### src/rtl/karatsuba_seq_22bit.sv
// ---------------------------------------------------------------------------
// karatsuba_seq_22bit
//
// Purpose:
//   Computes the 22x22-bit carry-less (GF(2)) product of two operands, giving
//   a 43-bit result. One external HALFxHALF carry-less multiplier is shared
//   across the three Karatsuba sub-products (low, high, middle). The middle
//   term correction and the HALF-bit-offset overlap combine are done here.
//
//   Sequence: IDLE -> MUL_LO -> MUL_HI -> MUL_MID -> DONE -> IDLE.
//   Only one operation is ever in flight; in_ready is high only in IDLE.
//
// Handshakes (both sides): a transfer happens on a rising clk edge where
//   valid and ready are both high. in_ready is registered and high only in
//   IDLE. out_valid is registered; out_data is held stable while
//   out_valid=1 and out_ready=0. out_ready while out_valid=0 does nothing.
//
// Optional build macro: KS_SEQ_MUL_REG_EN
//   Undefined (default): mul_p is combinational, sampled in the same cycle
//     its operands are presented. Latency T+4, one result per 5 cycles.
//   Defined: the shared multiplier has a 1-cycle registered output. Every
//     MUL_* state lasts two cycles (phase 0 presents operands, phase 1
//     samples mul_p). Latency T+7, one result per 8 cycles.
//
// Parameters:
//   HALF      half-operand width (default 11)
//
// Ports:
//   clk        in   rising-edge clock
//   rst_n      in   asynchronous active-low reset
//   in_valid   in   operand pair valid
//   in_ready   out  block can accept operands (IDLE only)
//   in_a       in   [2*HALF-1:0] operand A
//   in_b       in   [2*HALF-1:0] operand B
//   mul_a      out  [HALF-1:0]   operand A to shared multiplier
//   mul_b      out  [HALF-1:0]   operand B to shared multiplier
//   mul_p      in   [2*HALF-2:0] product from shared multiplier
//   out_valid  out  result valid
//   out_ready  in   consumer accepts result
//   out_data   out  [4*HALF-2:0] carry-less product A*B
//   busy       out  high in any state other than IDLE
// ---------------------------------------------------------------------------
module karatsuba_seq_22bit #(
   parameter int HALF = 11
) (
   input  logic                  clk,
   input  logic                  rst_n,
   input  logic                  in_valid,
   output logic                  in_ready,
   input  logic [2*HALF-1:0]     in_a,
   input  logic [2*HALF-1:0]     in_b,
   output logic [HALF-1:0]       mul_a,
   output logic [HALF-1:0]       mul_b,
   input  logic [2*HALF-2:0]     mul_p,
   output logic                  out_valid,
   input  logic                  out_ready,
   output logic [4*HALF-2:0]     out_data,
   output logic                  busy
);

   localparam int OW = 2 * HALF;       // operand width
   localparam int PW = 2 * HALF - 1;   // sub-product width
   localparam int RW = 4 * HALF - 1;   // result width

   typedef enum logic [2:0] {
      S_IDLE    = 3'd0,
      S_MUL_LO  = 3'd1,
      S_MUL_HI  = 3'd2,
      S_MUL_MID = 3'd3,
      S_DONE    = 3'd4
   } state_t;

   state_t            state;
   logic [OW-1:0]     a_q;
   logic [OW-1:0]     b_q;
   logic [PW-1:0]     p_lo;
   logic [PW-1:0]     p_hi;

   // Operand halves of the captured pair.
   logic [HALF-1:0]   a_lo;
   logic [HALF-1:0]   a_hi;
   logic [HALF-1:0]   b_lo;
   logic [HALF-1:0]   b_hi;

   // Middle term and final combine, evaluated while mul_p holds the
   // (a_lo^a_hi)*(b_lo^b_hi) product.
   logic [PW-1:0]     mid;
   logic [RW-1:0]     combined;

   // High in the cycle where mul_p carries the product for the operands
   // currently held on mul_a/mul_b.
   logic              sample;

`ifdef KS_SEQ_MUL_REG_EN
   // 0: operands presented, 1: registered product available.
   logic              phase;
   assign sample = phase;
`else
   assign sample = 1'b1;
`endif

   assign a_lo = a_q[HALF-1:0];
   assign a_hi = a_q[OW-1:HALF];
   assign b_lo = b_q[HALF-1:0];
   assign b_hi = b_q[OW-1:HALF];

   // Karatsuba over GF(2): (a_lo^a_hi)(b_lo^b_hi) = lo ^ hi ^ cross terms,
   // so XOR-ing p_lo and p_hi back out leaves the cross terms alone.
   assign mid = mul_p ^ p_lo ^ p_hi;

   // Overlapping combine: the three terms sit at bit offsets 0, HALF and
   // 2*HALF and overlap by HALF-1 bits, all merged with XOR.
   assign combined = RW'(p_lo)
                   ^ (RW'(mid)  << HALF)
                   ^ (RW'(p_hi) << (2 * HALF));

   always_ff @(posedge clk or negedge rst_n) begin
      if (!rst_n) begin
         state     <= S_IDLE;
         a_q       <= '0;
         b_q       <= '0;
         p_lo      <= '0;
         p_hi      <= '0;
         mul_a     <= '0;
         mul_b     <= '0;
         out_data  <= '0;
         out_valid <= 1'b0;
         in_ready  <= 1'b1;
         busy      <= 1'b0;
`ifdef KS_SEQ_MUL_REG_EN
         phase     <= 1'b0;
`endif
      end else begin
         case (state)
            S_IDLE: begin
`ifdef KS_SEQ_MUL_REG_EN
               phase <= 1'b0;
`endif
               if (in_valid) begin
                  a_q      <= in_a;
                  b_q      <= in_b;
                  // Outputs are registered, so the low-half operands are
                  // loaded here to be on the bus during MUL_LO.
                  mul_a    <= in_a[HALF-1:0];
                  mul_b    <= in_b[HALF-1:0];
                  in_ready <= 1'b0;
                  busy     <= 1'b1;
                  state    <= S_MUL_LO;
               end
            end

            S_MUL_LO: begin
`ifdef KS_SEQ_MUL_REG_EN
               phase <= ~phase;
`endif
               if (sample) begin
                  p_lo  <= mul_p;
                  mul_a <= a_hi;
                  mul_b <= b_hi;
                  state <= S_MUL_HI;
               end
            end

            S_MUL_HI: begin
`ifdef KS_SEQ_MUL_REG_EN
               phase <= ~phase;
`endif
               if (sample) begin
                  p_hi  <= mul_p;
                  mul_a <= a_lo ^ a_hi;
                  mul_b <= b_lo ^ b_hi;
                  state <= S_MUL_MID;
               end
            end

            S_MUL_MID: begin
`ifdef KS_SEQ_MUL_REG_EN
               phase <= ~phase;
`endif
               if (sample) begin
                  out_data  <= combined;
                  out_valid <= 1'b1;
                  mul_a     <= '0;
                  mul_b     <= '0;
                  state     <= S_DONE;
               end
            end

            S_DONE: begin
               // out_data is untouched here, so it stays stable under
               // backpressure.
               if (out_ready) begin
                  out_valid <= 1'b0;
                  in_ready  <= 1'b1;
                  busy      <= 1'b0;
                  state     <= S_IDLE;
               end
            end

            default: begin
               state     <= S_IDLE;
               mul_a     <= '0;
               mul_b     <= '0;
               out_valid <= 1'b0;
               in_ready  <= 1'b1;
               busy      <= 1'b0;
`ifdef KS_SEQ_MUL_REG_EN
               phase     <= 1'b0;
`endif
            end
         endcase
      end
   end

endmodule

### config.mk
export PLATFORM = sky130hd
export DESIGN_NAME = karatsuba_seq_22bit
export DESIGN_NICKNAME = d
export VERILOG_FILES = /design/src/rtl/karatsuba_seq_22bit.sv
export SDC_FILE = /design/constraint.sdc
export NUM_CORES = 1
export LEC_CHECK = 0
export ABC_CLOCK_PERIOD_IN_PS = 4480
export CAP_MARGIN = 20
export CORE_MARGIN = 1
export CORE_UTILIZATION = 56
export CTS_BUF_LIST = sky130_fd_sc_hd__clkbuf_4 sky130_fd_sc_hd__clkbuf_8 sky130_fd_sc_hd__clkbuf_16
export DETAILED_ROUTE_END_ITERATION = 16
export PLACE_DENSITY_LB_ADDON = 0.12
export RECOVER_POWER = 50
export SYNTH_ARGS = -nofsm -noshare
export SYNTH_HDL_FRONTEND = slang
export SYNTH_SLANG_ARGS = --single-unit
### constraint.sdc
create_clock -name clk -period 4.48 [get_ports clk]
set_input_delay 0.672 -clock clk [delete_from_list [all_inputs] [get_ports clk]]
set_output_delay 0.672 -clock clk [all_outputs]
set_load 0.005 [all_outputs]
==> metrics.txt, run 1 <==
status complete, but fails checks; failing checks capacitance limit, slew limit; Sink Count 157; R2R setup slack between 1.5 and 2 ns; filler-free cell count of the finished design 840; max frequency 0.380 GHz; CTS buffer count 17; Die W about 110 um; Routed wire per std cell about 18 um; Synth Flop Type dfrtp_1; Initial Util 58.2%; HPWL Detailed ~9400 um; initial DRC count about 230; Power Density 772 nW/um2; htree depth 4; largest net degree at the start of global routing approximately 110; CTS Root Cell clkbuf_16; num ports between 100 and 150; Max VDD drop 0.409 mV; vias between 4000 and 5000; RSZ-0062 raised after global routing no; CP arrival between 2 and 3 ns; Max Cap Viol 1; Post-synth EDFFs 0; final hold viol count 0; post-CTS setup buffer count 0; max_slew headroom -69.7%; Vias/cell roughly 5.5; Final Critical Period about 2.6 ns; clk slew on worst S/H paths about 0.06 ns; share of layout cells above drive strength 1 7.59%; Worst Setup Path Type reg -> reg; full die area roughly 13000 um2; DR pass1 iterations 4; port buffer count 136; cell area after synthesis about 7000 um2; Synth cell types 30; Crit. End Element register; chip height between 100 and 150 um; total gr overflow 0; site row count 40; initial antenna violation count 0; Worst setup SP type register; Max Transition Viols Final 106; GRT Overall Usage 24.7%; Antenna Nets Post-Route 0; net count after synthesis 599; Leakage about 3.8 nW; sequential share of the synthesized area between 50% and 60%; first-pass GRT wire length 24600 um; vias in the first global route ~5000; final net count 728; cts hold-fix bufs 0; Post-CTS Resized 0; Synth warnings 0; worst hold path type reg -> reg; Mapped Cells 530; fin crit share about three fifths; Slew @ Worst Pin roughly 2.5 ns; Post-Route Skew 0.0109 ns; DRC viols 0; Req. time, crit path roughly 4.8 ns; final antenna diode count 0; Placer Congestion between 0.7 and 0.8; final count of negative-setup-slack endpoints 0; asr flop ratio synth between 90% and 100%; Fillers about 860; Post-Route WL 14800 um; CP Max Fanout 52; Avg Cell Area, Syn around 13 um2; core area between 10000 and 15000 um2; CTS max path bufs 2; Setup TNS 0 ns; Area growth syn-to-layout 29.1%; Worst-Skew Late Latency approximately 0.43 ns; synthesis-stage register bit count between 150 and 200; Inst Count DP approximately 810; CTS tree built
## kinds of logic (layout without fill, tap and decap cells)
kind of cell	Yosys count	in the layout	share of synthesized area [%]
mux	108	108	17.3
xor+xnor	74	74	9.20
flops	157	157	55.8
buf+inv	36	178	2.65
simple gates	83	83	7.91
compound gates	72	72	7.18
## cells in the final DEF, fill, tap and decap left out, drive strengths merged, types with 2 or more instances in the layout
cell	instances
xnor2	51
nor3	2
nor2	5
dfrtp	156
a211oi	22
buf	7
o21ai	23
xor2	23
a21oi	2
or2	2
nor2b	2
nand2	24
o2bb2ai	22
clkbuf	29
mux2	108
clkdlybuf4s50	135
clkinv	4
and3b	22
nor3b	24
## sequential cells by signal, indices dropped and copies added (netlist names), 3 cells and up
register / cells
p_hi: 21
out_data: 43
p_lo: 21
b_q: 22
a_q: 22
mul_a: 11
mul_b: 11
state: 3
## cells in the mapped netlist, types with 2 or more instances
cell type  instances  area share (%)
dfrtp_1          156              55
clkbuf_1          12            0.64
mux2_2             5            0.80
o2bb2ai_1         22             2.7
a211oi_1          22             2.3
a21oi_1            2            0.14
buf_2             17             1.2
nor2b_1            2            0.18
nor3b_2            2            0.36
and3b_1           22             2.7
nor3_1             2            0.14
buf_1              2            0.11
buf_6              4            0.64
nand2_1           24             1.3
xnor2_1           51             6.3
o21ai_0           21             1.5
or2_1              2            0.18
nor3b_1           22             2.3
o21ai_1            2            0.14
xor2_1            23             2.9
mux2_1           103              16
nor2_1             4            0.21
## worst max-delay path, stage by stage, from the launching register on
cell	delay (ns)
dfrtp_1	0.34
buf_4	0.46
nor3b_4	0.27
clkbuf_1	1.03
mux2_1	0.40
## worst paths after layout
path,endpoint,startpoint,cells after the start
max in group asynchronous,out_data[41],rst_n,1
worst max-delay path,p_lo[16],state[0],4
worst min-delay path,out_data[22],out_data[22],2
min in group asynchronous,mul_a[3],rst_n,1
worst max register to register,p_lo[16],state[0],4
worst min register to register,out_data[22],out_data[22],2
## layer usage
metal | vias up | share of wire, % | global-route usage [%]
met5 | - | 0 | 0
met4 | 0 | 1.8 | 10.4
met3 | 21 | 6.1 | 6.62
met2 | 128 | 51 | 42.6
met1 | 2337 | 41 | 29.4
li1 | 2119 | - | -
## per-stage QoR
| stage | setup WS [ns] | area, um2 | hold WS (ns) | power [mW] | utilization (%) |
|---|---|---|---|---|---|
| 5_1_grt | 1.34 | 9090 | 0.495 | 7.49 | 75.1 |
| 4_1_cts | 2.11 | 9090 | 0.414 | 7.07 | 75.0 |
| 2_1_floorplan | 2.86 | 7040 | 0.376 | 4.51 | - |
| 3_3_place_gp | 1.98 | 8510 | 0.462 | 5.47 | 70.2 |
| 3_5_place_dp | 1.93 | 8510 | 0.470 | 5.64 | 70.2 |
| 6_report | 1.85 | 9090 | 0.477 | 7.02 | 75.1 |
## area by class of cell
type | instances | area, um2 | share of cell area (%)
clock inverter | 6 | 57.6 | 0.633
multi-input combinational | 337 | 2940 | 32.3
inverter | 1 | 3.75 | 0.0413
clock buffer | 26 | 524 | 5.77
timing repair buffer | 145 | 1430 | 15.7
sequential | 157 | 3930 | 43.2
tap | 168 | 210 | 2.31
## report_power, final
part | internal, mW | total, mW | switching [mW] | leakage, nW
combinational | 1.66 | 2.96 | 1.29 | 1.62
clock | 0.858 | 1.39 | 0.535 | 0.294
sequential | 2.15 | 2.66 | 0.511 | 1.88
Power figures use the tool's default switching activity.
==> inputs of run 2 (changes only) <==
- ABC_CLOCK_PERIOD_IN_PS: 4480 -> 2630
- CORE_UTILIZATION: 56 -> 52
- clock period: 4.48 -> 2.63 ns (I/O delays scaled with it)
==> run 2 against run 1 <==
Non-clock buffer count increased by 4. The run now ends clean. Largest power group unchanged. Maximum frequency is 37% higher. Combinational power grew 69%.
==> metrics.txt, run 2 (synthesis gave the netlist of run 1 again) <==
post-route cell area 9220 um2; CTS Root Cell clkbuf_16; Placer Congestion between 0.7 and 0.8; port buffer count 136; HPWL Detailed 9340 um; number of flip-flops in the largest register 43; Worst-Skew Late Latency roughly 0.42 ns; CTS buffer count 17; Max VDD drop roughly 0.73 mV; CTS max path bufs 2; Slew @ Worst Pin roughly 1.1 ns; WP buf/inv 2; Post-CTS Resized 0; clk slew on worst S/H paths ~0.060 ns; max frequency 0.519 GHz; Setup TNS 0 ns; Final Critical Period ~1.9 ns; full die area 14000 um2; chip height 118 um; top cell family by delay on the critical path buffers and inverters; final net count 732; status finished, final reports clean; worst-path cell chain buf_4 -> nor3b_4 -> buf_4 -> mux2_1; Cell Area, Placed 8570 um2; cts hold-fix bufs 1; vias ~4600; Post-Route WL ~15000 um; largest net degree at the start of global routing 66; Leakage 3.87 nW; worst flop-to-flop path startpoint state[1]; DRC viols 0; Area growth syn-to-layout 30.8%; CP Max Fanout 51; Routed wire per std cell 17.1 um; vias in the first global route approximately 4800; final antenna diode count 0; Top cell by count, worst path buf_4; worst hold path type in -> async; core area roughly 13000 um2; Post-Route Skew between 0.01 and 0.015 ns; initial DRC count between 200 and 250; max_slew headroom around 28%; share of layout cells above drive strength 1 between 8 and 9%; htree depth 4; RSZ-0062 raised after global routing no; Crit. Startpoint state[1]; commonest non-fill, non-tap cell in the layout dfrtp_1; Power Density 1310 nW/um2; Sink Count about 160; CTS tree built; Top reg by flops out_data; CP arrival between 2 and 2.5 ns; most frequent cells in the layout dfrtp_1, clkdlybuf4s50_1, mux2_1, xnor2_1, nand2_1; CP max stage cell buf_4; Largest regs out_data: 43 flops, a_q: 22 flops, b_q: 22 flops; num ports roughly 140; Initial Util between 50% and 60%; Max Cap Viol 0; Crit. End Element register; Worst Setup Path Type reg -> reg; Die W ~120 um; total gr overflow 0; final hold viol count 0; CP max stage delay around 0.45 ns; Worst setup SP type register; first-pass GRT wire length around 24000 um; post-CTS setup buffer count 0; DR pass1 iterations 4; Req. time, crit path between 2 and 3 ns; final count of negative-setup-slack endpoints 0; fin crit share approximately 73%; site row count 42; initial antenna violation count 0; Max Transition Viols Final 0; GRT Overall Usage between 20% and 30%; Vias/cell 5.37; Antenna Nets Post-Route 0
==> run 2: metal layers <==
metal	track usage [%]	vias to the layer above	share of wire, %
met4	7.83	0	1.4
met1	27.8	2307	44
met5	0	-	0
met2	36.8	110	50
met3	6.56	17	5.4
li1	-	2132	-
==> run 2: final cells by class <==
type / count / area (um2)
Timing Repair Buffer: 149 / 1490
Clock buffer: 20 / 460
Sequential cell: 157 / 3930
Tap cell: 176 / 220
Fill cell: 965 / 4030
Inverter: 1 / 3.75
Multi-Input combinational cell: 337 / 2950
Clock inverter: 11 / 166
==> run 2: report_power, final <==
part,switching [mW],total (mW),internal (mW)
logic,2.19,5.01,2.82
clock network,0.932,2.57,1.64
registers,0.852,4.52,3.67
==> run 2: path summary, 6_finish.rpt <==
check,end,slack [ns],depth (start not counted)
worst max register to register,p_hi[5],0.70,4
worst min register to register,out_data[18],0.48,2
worst max-delay path,p_hi[5],0.70,4
min in group clk,out_data[18],0.48,2
worst min-delay path,a_q[6],0.43,2
max in group asynchronous,out_data[23],1.13,3
==> run 2: metrics by stage <==
stage | worst slack, ns | utilization, % | total power [mW] | cells | hold WS, ns
after floorplan | 1.01 | - | 7.68 | 530 | 0.0989
after global placement | 0.534 | 64.7 | 9.39 | 818 | 0.312
after detailed placement | 0.482 | 64.7 | 9.64 | 818 | 0.317
after CTS | 0.499 | 69.5 | 12.3 | 850 | 0.442
after global routing | 0.563 | 69.6 | 12.9 | 851 | 0.466
final | 0.705 | 69.6 | 12.1 | 851 | 0.430
==> inputs of run 3 (changes only) <==
- ABC_CLOCK_PERIOD_IN_PS: 2630 -> 1600
- CORE_UTILIZATION: 52 -> 47
- clock period: 2.63 -> 1.6 ns (I/O delays scaled with it)
==> run 3 against run 2 <==
The flow now finishes with violations (setup timing). Hold slack worse by 0.018 ns. Flip-flop and latch count unchanged. Sequential power up 65%. Non-clock buffer count up 32. Count of clock-buffer cells in the layout down 1. Clock skew down 0.0029 ns. Maximum frequency up 19%. Critical path depth up 2. Clock power up 56%. Sequential share of layout area down 2.9 points. Critical endpoint is now p_lo[7].
==> metrics.txt, run 3 (synthesis gave the netlist of run 1 again) <==
status complete, but fails checks; failing checks setup timing; GRT Overall Usage about 22%; Max VDD drop between 1 and 1.5 mV; DR pass1 iterations 4; DRC viols 0; CTS buffer count 17; Req. time, crit path around 1.9 ns; Initial Util between 40% and 50%; number of flip-flops in the largest register 43; Post-Route Skew just over 0.007 ns; Largest regs out_data: 43 flops, a_q: 22 flops, b_q: 22 flops; Leakage roughly 4.3 nW; port buffer count 136; post-route cell area roughly 9900 um2; CP Max Fanout 6; Sink Count 157; Top reg by flops out_data; final net count around 770; max frequency 0.617 GHz; CTS tree built; worst setup margin -0.0215 ns; worst hold path type in -> reg; Slew @ Worst Pin between 1 and 1.5 ns; CP max stage delay about 0.41 ns; core area between 10000 and 15000 um2; Routed wire per std cell about 19 um; CTS Root Cell clkbuf_16; Place WS -0.409 ns; Placer Congestion ~0.72; RSZ-0062 raised after global routing yes; final antenna diode count 0; share of layout cells above drive strength 1 a little under a fifth; fin crit share 101%; largest net degree at the start of global routing 44; first-pass GRT wire length approximately 27000 um; Worst Setup Path Type reg -> reg; CP max stage cell dfrtp_1; num ports approximately 140; clk slew on worst S/H paths around 0.06 ns; Worst-Skew Late Latency roughly 0.43 ns; Final Critical Period about 1.6 ns; CP arrival ~1.9 ns; Power Density between 2000 and 2500 nW/um2; vias between 4000 and 5000; final hold viol count 0; Max Transition Viols Final 0; Antenna Nets Post-Route 0; CTS max path bufs 2; final count of negative-setup-slack endpoints 14; site row count between 40 and 50; full die area between 15000 and 20000 um2; Top cell by count, worst path buf_6; Crit. End Element register; commonest non-fill, non-tap cell in the layout dfrtp_1; max_slew headroom roughly 32%; Cell Area, Placed roughly 8800 um2; worst-path cell chain buf_6 -> buf_12 -> nor3b_4 -> buf_6 -> clkbuf_16 -> mux2_4; Area growth syn-to-layout 40.3%; htree depth 4; chip height roughly 120 um; total gr overflow 0; HPWL Detailed approximately 10000 um; initial antenna violation count 0; vias in the first global route between 5000 and 6000; initial DRC count between 200 and 250; Vias/cell ~5.4; Worst setup SP type register; Max Cap Viol 0; most frequent cells in the layout dfrtp_1, clkdlybuf4s50_1, mux2_1, xnor2_1, mux2_4; Die W approximately 120 um; Post-Route WL 17100 um
[run 3: critical path: cells and delay by family, from the launching register on]
family,cells,cell delay (ns)
muxes,1,0.30
DFF,1,0.41
and+or+nand+nor,1,0.19
buffers and inverters,4,0.59
[run 3: stage by stage]
stage | utilization [%] | std cells | TNS, ns | hold slack (ns) | total power, mW
CTS | 65.4 | 877 | -0.172 | 0.326 | 20.9
detailed placement | 60.0 | 837 | -17.17 | 0.204 | 16.2
finish | 67.7 | 892 | -0.142 | 0.412 | 22.0
global route | 67.7 | 892 | -0.874 | 0.407 | 23.4
floorplan | - | 530 | 0 | -0.0556 | 12.6
global placement | 60.0 | 837 | -14.51 | 0.203 | 15.8
[run 3: metal layers]
layer / vias up / GRT usage (%) / routed length [um]
met5: - / 0 / 0
met4: 0 / 5.81 / 177
met3: 16 / 7.35 / 939
met2: 124 / 36.7 / 8550
met1: 2448 / 27.4 / 7420
li1: 2217 / - / -
[run 3: area by class of cell]
class	count	area [um2]
Fill cell	1061	4710
Sequential cell	157	3930
Multi-Input combinational cell	338	3120
Timing Repair Buffer	181	2010
Clock buffer	19	447
Tap cell	184	230
Clock inverter	12	139
Inverter	1	3.75
[run 3: path summary, 6_finish.rpt]
kind | start | endpoint | slack [ns] | cells past startpoint
worst max-delay path | state[1] | p_lo[7] | -0.02 | 6
worst min-delay path | in_a[17] | a_q[17] | 0.41 | 2
worst max register to register | state[1] | p_lo[7] | -0.02 | 6
worst min register to register | out_data[29] | out_data[29] | 0.48 | 2
max in group asynchronous | rst_n | p_lo[3] | 0.23 | 3
min in group asynchronous | rst_n | mul_a[6] | 0.52 | 2
[run 3: where the power goes]
part           switching, mW  leakage [nW]  total (mW)  internal [mW]
sequential              1.45          1.88        7.48           6.03
combinational           4.23          2.12        10.5           6.26
clock                   1.64         0.288        4.01           2.36
total                   7.32          4.29        22.0           14.7
[run 3: what timing repair did]
| action | in CTS | in global routing |
|---|---|---|
| buffers inserted | 5 | 7 |
| pin swaps | 2 | 3 |
| gates resized for setup | 16 | 50 |
| endpoints found under the setup margin | 115 | 127 |
| gates cloned | 4 | 8 |
| hold buffers | 1 | 0 |
| hold endpoints to repair | 36 | 0 |
